### src/rtl/pq_cmd_scheduler.sv
// pq_cmd_scheduler: command front-end for pipelined_bram_tree.
// Buffers ENQ/DEQ/REPLACE commands in a small circular FIFO, issues them to the
// tree as single-cycle strobes separated by the tree settle time, tracks the
// tree occupancy locally and returns the removed root on a valid/ready port.
// RST asserts asynchronously; its release is expected to be synchronous to CLK.
module pq_cmd_scheduler #(
    parameter int DATA_WIDTH = 16,
    parameter int QUEUE_SIZE = 31,
    parameter int FIFO_DEPTH = 8,
    parameter int ISSUE_GAP  = 24
) (
    input  logic                              CLK,
    input  logic                              RST,
    input  logic                              s_valid,
    output logic                              s_ready,
    input  logic [1:0]                        s_op,
    input  logic [DATA_WIDTH-1:0]             s_data,
    output logic                              m_valid,
    input  logic                              m_ready,
    output logic [DATA_WIDTH-1:0]             m_data,
    output logic                              m_miss,
    output logic                              o_wrt,
    output logic                              o_read,
    output logic [DATA_WIDTH-1:0]             o_data,
    input  logic [DATA_WIDTH-1:0]             i_top,
    output logic [$clog2(QUEUE_SIZE+1)-1:0]   o_count,
    output logic                              o_err
);

    localparam int PW  = $clog2(FIFO_DEPTH);
    localparam int FCW = PW + 1;
    localparam int CW  = $clog2(QUEUE_SIZE + 1);
    localparam int GW  = $clog2(ISSUE_GAP + 1);

    typedef enum logic [1:0] {
        OP_ENQ = 2'b00,
        OP_DEQ = 2'b01,
        OP_REP = 2'b10,
        OP_RSV = 2'b11
    } op_e;

    typedef enum logic [1:0] {
        ST_IDLE  = 2'b00,
        ST_ISSUE = 2'b01,
        ST_WAIT  = 2'b10
    } state_e;

    // Command FIFO storage and bookkeeping
    logic [1:0]            r_fifoOp  [FIFO_DEPTH];
    logic [DATA_WIDTH-1:0] r_fifoKey [FIFO_DEPTH];
    logic [PW-1:0]         r_wrPtr;
    logic [PW-1:0]         r_rdPtr;
    logic [FCW-1:0]        r_fifoCnt;

    // Scheduler state
    state_e                r_state;
    state_e                w_stateNext;
    logic [GW-1:0]         r_gap;
    logic [GW-1:0]         w_gapNext;
    logic [CW-1:0]         r_count;

    // Response register
    logic                  r_mValid;
    logic [DATA_WIDTH-1:0] r_mData;
    logic                  r_mMiss;

    // Handshake and decode wires
    logic                  w_fifoFull;
    logic                  w_fifoEmpty;
    logic                  w_push;
    logic                  w_pop;
    op_e                   w_headOp;
    logic [DATA_WIDTH-1:0] w_headKey;
    logic                  w_respFree;
    logic                  w_canIssue;
    logic                  w_treeFull;
    logic                  w_treeEmpty;

    // Per-command actions, only non-zero in the ISSUE cycle
    logic                  w_doWrt;
    logic                  w_doRead;
    logic                  w_err;
    logic                  w_respLoad;
    logic [DATA_WIDTH-1:0] w_respData;
    logic                  w_respMiss;
    logic                  w_cntInc;
    logic                  w_cntDec;

    assign w_fifoFull  = (r_fifoCnt == FCW'(FIFO_DEPTH));
    assign w_fifoEmpty = (r_fifoCnt == '0);
    assign s_ready     = ~w_fifoFull & ~RST;
    assign w_push      = s_valid & s_ready;
    assign w_pop       = (r_state == ST_ISSUE);

    assign w_headOp    = op_e'(r_fifoOp[r_rdPtr]);
    assign w_headKey   = r_fifoKey[r_rdPtr];

    // A DEQ/REPLACE may only issue when its response has somewhere to go
    assign w_respFree  = ~r_mValid | m_ready;
    assign w_canIssue  = ~w_fifoEmpty & ((w_headOp == OP_ENQ) | w_respFree);

    assign w_treeFull  = (r_count == CW'(QUEUE_SIZE));
    assign w_treeEmpty = (r_count == '0);

    // FIFO payload write; storage needs no reset since occupancy is tracked separately
    always_ff @(posedge CLK) begin
        if (w_push) begin
            r_fifoOp[r_wrPtr]  <= s_op;
            r_fifoKey[r_wrPtr] <= s_data;
        end
    end

    // FIFO pointers and occupancy; simultaneous push and pop leaves the count unchanged
    always_ff @(posedge CLK or posedge RST) begin
        if (RST) begin
            r_wrPtr   <= '0;
            r_rdPtr   <= '0;
            r_fifoCnt <= '0;
        end else begin
            if (w_push) begin
                r_wrPtr <= r_wrPtr + PW'(1);
            end
            if (w_pop) begin
                r_rdPtr <= r_rdPtr + PW'(1);
            end
            case ({w_push, w_pop})
                2'b10:   r_fifoCnt <= r_fifoCnt + FCW'(1);
                2'b01:   r_fifoCnt <= r_fifoCnt - FCW'(1);
                default: r_fifoCnt <= r_fifoCnt;
            endcase
        end
    end

    // Decode the FIFO head into tree strobes, response and occupancy updates
    always_comb begin
        w_doWrt    = 1'b0;
        w_doRead   = 1'b0;
        w_err      = 1'b0;
        w_respLoad = 1'b0;
        w_respData = '0;
        w_respMiss = 1'b0;
        w_cntInc   = 1'b0;
        w_cntDec   = 1'b0;
        if (r_state == ST_ISSUE) begin
            case (w_headOp)
                OP_ENQ: begin
                    if (!w_treeFull) begin
                        w_doWrt  = 1'b1;
                        w_cntInc = 1'b1;
                    end else begin
                        w_err = 1'b1;
                    end
                end
                OP_DEQ: begin
                    w_respLoad = 1'b1;
                    if (!w_treeEmpty) begin
                        w_doRead   = 1'b1;
                        w_respData = i_top;
                        w_cntDec   = 1'b1;
                    end else begin
                        w_respMiss = 1'b1;
                    end
                end
                OP_REP: begin
                    w_respLoad = 1'b1;
                    w_doWrt    = 1'b1;
                    if (!w_treeEmpty) begin
                        w_doRead   = 1'b1;
                        w_respData = i_top;
                    end else begin
                        w_respMiss = 1'b1;
                        w_cntInc   = 1'b1;
                    end
                end
                default: begin
                    w_err = 1'b1;
                end
            endcase
        end
    end

    // Next-state and gap counter: any strobe forces ISSUE_GAP idle cycles in WAIT
    always_comb begin
        w_stateNext = r_state;
        w_gapNext   = r_gap;
        case (r_state)
            ST_IDLE: begin
                if (w_canIssue) begin
                    w_stateNext = ST_ISSUE;
                end
            end
            ST_ISSUE: begin
                if (w_doWrt || w_doRead) begin
                    w_stateNext = ST_WAIT;
                    w_gapNext   = GW'(ISSUE_GAP);
                end else begin
                    w_stateNext = ST_IDLE;
                end
            end
            ST_WAIT: begin
                w_gapNext = r_gap - GW'(1);
                if (r_gap <= GW'(1)) begin
                    w_stateNext = ST_IDLE;
                    w_gapNext   = '0;
                end
            end
            default: begin
                w_stateNext = ST_IDLE;
                w_gapNext   = '0;
            end
        endcase
    end

    // State and gap counter registers
    always_ff @(posedge CLK or posedge RST) begin
        if (RST) begin
            r_state <= ST_IDLE;
            r_gap   <= '0;
        end else begin
            r_state <= w_stateNext;
            r_gap   <= w_gapNext;
        end
    end

    // Local mirror of tree occupancy, saturating by construction of the decode
    always_ff @(posedge CLK or posedge RST) begin
        if (RST) begin
            r_count <= '0;
        end else if (w_cntInc) begin
            r_count <= r_count + CW'(1);
        end else if (w_cntDec) begin
            r_count <= r_count - CW'(1);
        end
    end

    // Response slot: loaded in ISSUE, released on handshake, payload frozen while valid
    always_ff @(posedge CLK or posedge RST) begin
        if (RST) begin
            r_mValid <= 1'b0;
            r_mData  <= '0;
            r_mMiss  <= 1'b0;
        end else if (w_respLoad) begin
            r_mValid <= 1'b1;
            r_mData  <= w_respData;
            r_mMiss  <= w_respMiss;
        end else if (r_mValid && m_ready) begin
            r_mValid <= 1'b0;
        end
    end

    assign m_valid = r_mValid;
    assign m_data  = r_mData;
    assign m_miss  = r_mMiss;
    assign o_wrt   = w_doWrt;
    assign o_read  = w_doRead;
    assign o_data  = w_doWrt ? w_headKey : '0;
    assign o_err   = w_err;
    assign o_count = r_count;

endmodule

### config.mk
export PLATFORM = sky130hd
export DESIGN_NAME = pq_cmd_scheduler
export DESIGN_NICKNAME = d
export VERILOG_FILES = /design/src/rtl/pq_cmd_scheduler.sv
export SDC_FILE = /design/constraint.sdc
export NUM_CORES = 1
export LEC_CHECK = 0
export ABC_AREA = 1
export BUFFER_PORTS_ARGS = -buffer_cell sky130_fd_sc_hd__buf_4
export CORE_ASPECT_RATIO = 1.2
export CORE_UTILIZATION = 50
export DETAILED_ROUTE_END_ITERATION = 10
export GPL_TIMING_DRIVEN = 1
export PLACE_DENSITY = 0.69
export SYNTH_ARGS = -nofsm -noshare
export SYNTH_HDL_FRONTEND = slang
export SYNTH_SLANG_ARGS = --single-unit
### constraint.sdc
create_clock -name CLK -period 5.23 [get_ports CLK]
set_input_delay 0.523 -clock CLK [delete_from_list [all_inputs] [get_ports CLK]]
set_output_delay 0.523 -clock CLK [all_outputs]
set_load 0.005 [all_outputs]
# Word level (Yosys, flattened, before mapping)
# Memory sizes are Yosys's and may differ from the RTL's.
# Cells that the tools add are included.
# classes
reduce_logical,12
add_sub_neg,7
bitwise,10
mux,36
n_eq_ne,11
n_lt_le_gt_ge,1
# op_table
op,count
$mux W16,4
$mux W5,4
$mux W1,19
$pmux W5 S3,1
$sub A5 B1 Y5 const B,2
$pmux W4 S2,1
$add A3 B1 Y3 const B,2
$eq A2 B1 Y1 const B,3
$eq A2 B2 Y1 const B,3
$mux W2,3
$pmux W1 S2,3
$pmux W2 S3,1
$reduce_bool A2 Y1,3
$add A5 B1 Y5 const B,1
$eq A5 B5 Y1 const B,1
$le A5 B1 Y1 const B,1
$logic_not A5 Y1,1
$not A1 Y1,5
$add A4 B1 Y4 const B,1
$eq A4 B4 Y1 const B,1
$logic_not A2 Y1,2
$logic_not A4 Y1,1
$ne A2 B2 Y1 const B,2
$reduce_and A2 Y1,2
7 further kinds,10
# word_totals
inputBits,38
elab_cells,88
ramBits,144
out_inout_bits,43
reg_bits,40
mem_count,2
# memory_table
name,depth,width,rd,rd_clocked_by_memory_dff,write_ports,line,source
r_fifoKey,8,16,1,0,1,50,logic [DATA_WIDTH-1:0] r_fifoKey [FIFO_DEPTH];
r_fifoOp,8,2,1,0,1,49,logic [1:0] r_fifoOp [FIFO_DEPTH];

# Depth between registers and ports, before layout
# An unclocked memory read counts as a cell.
# depth
ltp_word,8
depth_mapped,22
mapped_depth_nobuf,20

# Least setup slack after synthesis
# No wires, ideal clock.
# synth_timing
path_type,register to register
startpoint,register r_rdPtr[0]
endpoint,"register r_count[4], in the netlist o_count[4]"
period_less_slack_ns,2.664
arrival_ns,2.551
t_required_ns,5.117
path_stages_with_launch,20
setup_slack_ns,2.566
setup_ns,0.113
n_path_buf,2
cell_sequence,dfrtp_1 buf_6 buf_8 o21ai_0 o22ai_1 o21ai_2 ha_1 inv_1 o21bai_4 nand2_2 nand2_4 fa_1 inv_1 nor2_1 nor2_1 nand4_1 nand2_2 nand3_1 nand2_1 inv_1
# synth_via
elab_chain_len,5
elab_cells_between_ends,10
classes_between,2 x eq/ne; 5 x mux; 2 x reduce/logical; 1 x memory
# synth_lines
element,line,source
"start, declared",52,logic [PW-1:0] r_rdPtr;
"start signal, assigned",124,r_rdPtr <= r_rdPtr + PW'(1);
$mem_v2 Z8 W2 *,n/a,
"$eq A2 B2 Y1, or another cell as far along",145,case (w_headOp)
$pmux W1 S2 or $mux W1 (tied branches),145,
$mux W1,144,if (r_state == ST_ISSUE) begin
$mux W5 or $reduce_bool A2 Y1 (tied branches),n/a,
"end signal, assigned",230,r_count <= r_count + CW'(1);
"end signal, assigned",232,r_count <= r_count - CW'(1);
"end, declared",60,logic [CW-1:0] r_count;
# Mark *: on every way between the ends. The rest lies on a longest branch, timed or not.
# A chain may end at the register's enable or synchronous reset.

# Worst setup path after layout
# layout_timing
startpoint,register r_rdPtr[0]
endpoint,output o_read
# layout_via
elab_chain_len,5
elab_cells_between_ends,6
classes_between,2 x eq/ne; 2 x mux; 1 x reduce/logical; 1 x memory
# layout_lines
element,line,source
$mem_v2 Z8 W2 *,n/a,
$eq A2 B2 Y1 or $eq A2 B1 Y1 (tied branches),145,
$reduce_or A2 Y1 (no source line) *,n/a,
$mux W1 *,n/a,
$mux W1 *,144,
"end, declared",23,"output logic o_read,"
# Marks and branches as above.

==> impl.org <==
** CTS
- In this run the post-CTS setup repair buffer count came out at 0.
- Cells resized by post-CTS repair :: 0
- Clock latency of the later-clocked register in the worst-skew pair :: 0.43 ns
- Clock tree from TritonCTS :: done
- Count of H-tree levels built during CTS :: 4
- Sink Count :: 184
- Root buffer cell :: clkbuf_16
- Counting the buffers created by CTS gives 17.
- Buffers from clock root to sink, at most :: 2
- Clock-pin slew was measured on the worst setup and hold paths at 0.07 ns.
- Hold_buf cts :: 0

** Setup path
- The worst register-to-register path has a setup slack of 1.68 ns.
- STA puts the critical path data arrival time at 3.26 ns.
- CP bufs+invs :: 4
- The endpoint identified for the worst register-to-register timing path is o_count[4].
- STA classifies the critical path startpoint as a register.
- Register-to-Register Path Depth :: 18
- In this run the critical register-to-register path is launched from r_rdPtr[0].
- Crit path capture type :: output port
- CP delay by family, top :: buffers and inverters
- On the worst path, the slowest cell contributes a delay of 0.78 ns.
- Walking the worst path, the cells encountered are inv_2 > nor2_1 > o22ai_1 > o21ai_2 > ha_1 > nand2_2 > inv_1 > nand2_1 > inv_2 > buf_4.
- Cell repeated most along the worst path :: inv_2
- At the worst endpoint, the required time is 4.71 ns.
- On the critical path, the stage with the largest delay is an instance of dfrtp_2.
- Maximum fanout encountered on the critical timing path :: 34
- Category of the critical setup timing path :: reg -> out

** STA
- After layout, the worst setup slack is 1.45 ns.
- For the pin with the worst max-slew slack, the measured transition is 0.715 ns.
- Setup repair after global routing left no endpoint under its margin.
- Max-slew violation count :: 0
- Across the routed clock network, the largest skew measured is 0.0125 ns.
- Crit share post-route :: 72.3%
- Based on the critical path, the design can be clocked at up to 0.265 GHz.
- The tightest hold path in the finished design has a slack of 0.236 ns.
- Setup-failing EPs final :: 0
- In this run the tightest slew margin relative to its limit is 52.3%.
- Final critical-path required period :: 3.78 ns
- Sum of negative setup slack :: 0 ns
- The hold violation count in the final report is 0.

** Power
- PD cells :: 580 mW/mm2
- Worst-case vdd ir drop :: 0.335 mV
- Internal power comes to 3380 uW.
- In this run switching power makes up 37.6% of total power.
- For this design the total switching power over the nets is 2040 uW.
- Leak :: 0.00383 uW
- Sequential cells account for 37.3% of the total power.
- In this run, the combinational gates consume 39.7% of the power.
- Per report_power, the clock group accounts for 23.1% of the total.

** Synth
- Most area-consuming cells after synthesis :: edfxtp_1 (54%), dfrtp_1 (12%), nand2_1 (7.5%), nor2_1 (6.6%), o21ai_0 (2.8%)
- Post-synthesis cell type with the largest combined area :: edfxtp_1
- Synthesis warning total :: 0
- Asr flop ratio synth :: 21.7%
- The synthesized netlist occupies a cell area of 0.00802 mm2.
- Ys flop type :: edfxtp_1
- When the netlist entered floorplanning its net count stood at 779.
- After synthesis, the largest family of logic cells by area is simple AND/OR/NAND/NOR gates.
- Adder-cell area share of the yosys netlist :: 2.99%
- Synthesized area per cell :: 11.1 um2
- Flops & latches, synth :: 184
- Unique masters post-synth :: 35
- Post-synthesis share of cell area spent on xor and xnor gates :: 1.20%
- Complex-gate fraction of the synthesized area :: 6.30%
- Cells after synthesis :: 723
- Measured against the total synthesized area, the mux share comes to 0.390%.
- The share of the Yosys chip area taken by registers is 66.4%.
- Summing the areas of all and, or, nand and nor instances in the mapped netlist gives 18.5% of the synthesized area.
- Yosys instantiated no cell more often than nand2_1.
- Number of flops mapped to enable cells by yosys :: 144
- Post-synth top area share :: 53.9%
- The commonest cells after synthesis are nand2_1 (161), edfxtp_1 (144), nor2_1 (141).

** Placed design
- Summing all placed instances gives a cell area of 0.00877 mm2.
- At the placement stage, the worst setup path has a slack of 1.70 ns.
- Port bufs :: 80
- Detailed placement finished with a half-perimeter wire length of 9900 um.
- The congestion estimate from routability-driven global placement came to 0.782.

** Min path
- The tightest min-delay check is of the in -> async type.

** Final layout
- From synthesis to final layout, the design area changed by 16.5%.
- After routing the design area is 0.00935 mm2.
- Counting the fill cells in the layout gives 1255.
- Antenna cells :: 0
- Cells with a size suffix above 1 make up 17.8% of the layout.
- After the last flow step, the layout net total stands at 861.

** Floorplan
- Core Area :: 0.0156 mm2
- Vertical extent of the die :: 141 um
- Pin placement for this block handled 81 I/O pins.
- From left edge to right edge, the die measures 118 um.
- The die covers 0.0166 mm2.
- For this configuration, the core starts out at a cell density of 51.3%.
- The initialized floorplan defines 50 standard-cell rows.

** Route
- The final route contains 5412 vias.
- The routed design has 16400 um of wire.
- Ratio of routed vias to standard cells :: 5.27
- For this run, design rule violations remaining after detail routing come to 0.
- Iter 0 DRT Violations :: 363
- Average detailed-routed wire length per instance :: 16.0 um
- Final antenna-violating net count :: 0
- The first TritonRoute pass finished after 5 iterations.

** Run status
- Outcome :: finished clean

** Global route
- Number of antenna violations at the first check in global routing :: 0
- Entering global routing, the biggest net connects 55 pins.
- The first global-routing pass estimated 26200 um of wire.
- For this run, the total global-route usage over all layers was measured as 20.9%.
- Total grt overflow :: 0
- The via count of the first global-routing pass is 5349.

** Run
- Number of max-capacitance violations reported :: 0
## routing by layer
metal	part of all wire, %	vias up	wire [um]	track usage (%)
met5	0	-	0	0
met4	2.3	0	380	10.1
met3	4.7	33	779	4.65
met2	52	167	8490	36.7
met1	41	2599	6790	24.2
li1	-	2613	-	-
## final cells by class
cell class | instances | area, um2 | share of cell area, %
sequential | 184 | 5330 | 57.0
multi-input combinational | 475 | 2360 | 25.2
timing repair buffer | 93 | 698 | 7.47
clock buffer | 19 | 433 | 4.63
tap | 208 | 260 | 2.78
clock inverter | 13 | 144 | 1.54
inverter | 34 | 128 | 1.37
## tightest hold or removal path, cell delays in order
cell   delay [ns]
buf_4        0.12
inv_1        0.04
buf_4        0.43
## power groups by stage
stage / clock network, uW / registers (uW) / logic [uW]
2_1_floorplan: 0 / 1970 / 1610
3_3_place_gp: 0 / 2040 / 2070
3_5_place_dp: 0 / 2050 / 2160
4_1_cts: 1270 / 2020 / 2170
5_1_grt: 1320 / 2050 / 2420
6_report: 1250 / 2020 / 2150
## sequential cells by signal, summed over array words and instances, names as in the netlist
signal	count
m_miss	1
m_valid	1
r_gap	5
r_state	2
r_fifoKey	128
r_wrPtr	3
r_fifoOp	16
r_rdPtr	3
o_count	5
r_fifoCnt	4
m_data	16
## through the flow
stage,utilization [%],instances,total power (uW)
after floorplan,-,723,3580
after global placement,56.1,994,4110
after detailed placement,56.1,994,4200
after CTS,59.8,1026,5470
after global routing,59.8,1026,5790
final,59.8,1026,5420
## worst max path at each step
stage,slack (ns),start,endpoint,cells after the start
global placement,1.86,r_rdPtr[0],o_count[4],18
floorplan,2.57,r_rdPtr[0],o_count[4],19
global route,1.14,r_rdPtr[0],o_read,10
CTS,1.42,r_rdPtr[0],o_read,10
detailed placement,1.70,r_rdPtr[0],o_count[4],18
finish,1.45,r_rdPtr[0],o_read,10
## cells by family after synthesis
logic type      after synthesis
mux                           3
compound gates               80
xor+xnor                     11
simple gates                363
flops                       184
buf+inv                      64
fa+ha+maj                    18
## placed cells by master (no fill, tap or decap), types with 2 or more instances in the layout
cell type and instances:
o21ai_0 45, o21ai_2 2, inv_1 31, bufinv_16 2
inv_2 3, nor2_1 141, a21oi_1 8, o22ai_1 2
a22o_1 16, nor2_2 3, clkbuf_1 2, clkinv_1 2
clkbuf_16 17, buf_4 93, xor2_1 7, nand2_2 7
nand2_1 161, clkinv_4 3, nand4_1 3, nand3_1 42
dfrtp_2 2, o21ai_1 3, dfrtp_1 38, ha_1 16
mux2i_1 2, o211ai_1 2, edfxtp_1 144, fa_1 2
inv_6 3, xnor2_1 4, nand2_4 3
Power figures use the tool's default switching activity.
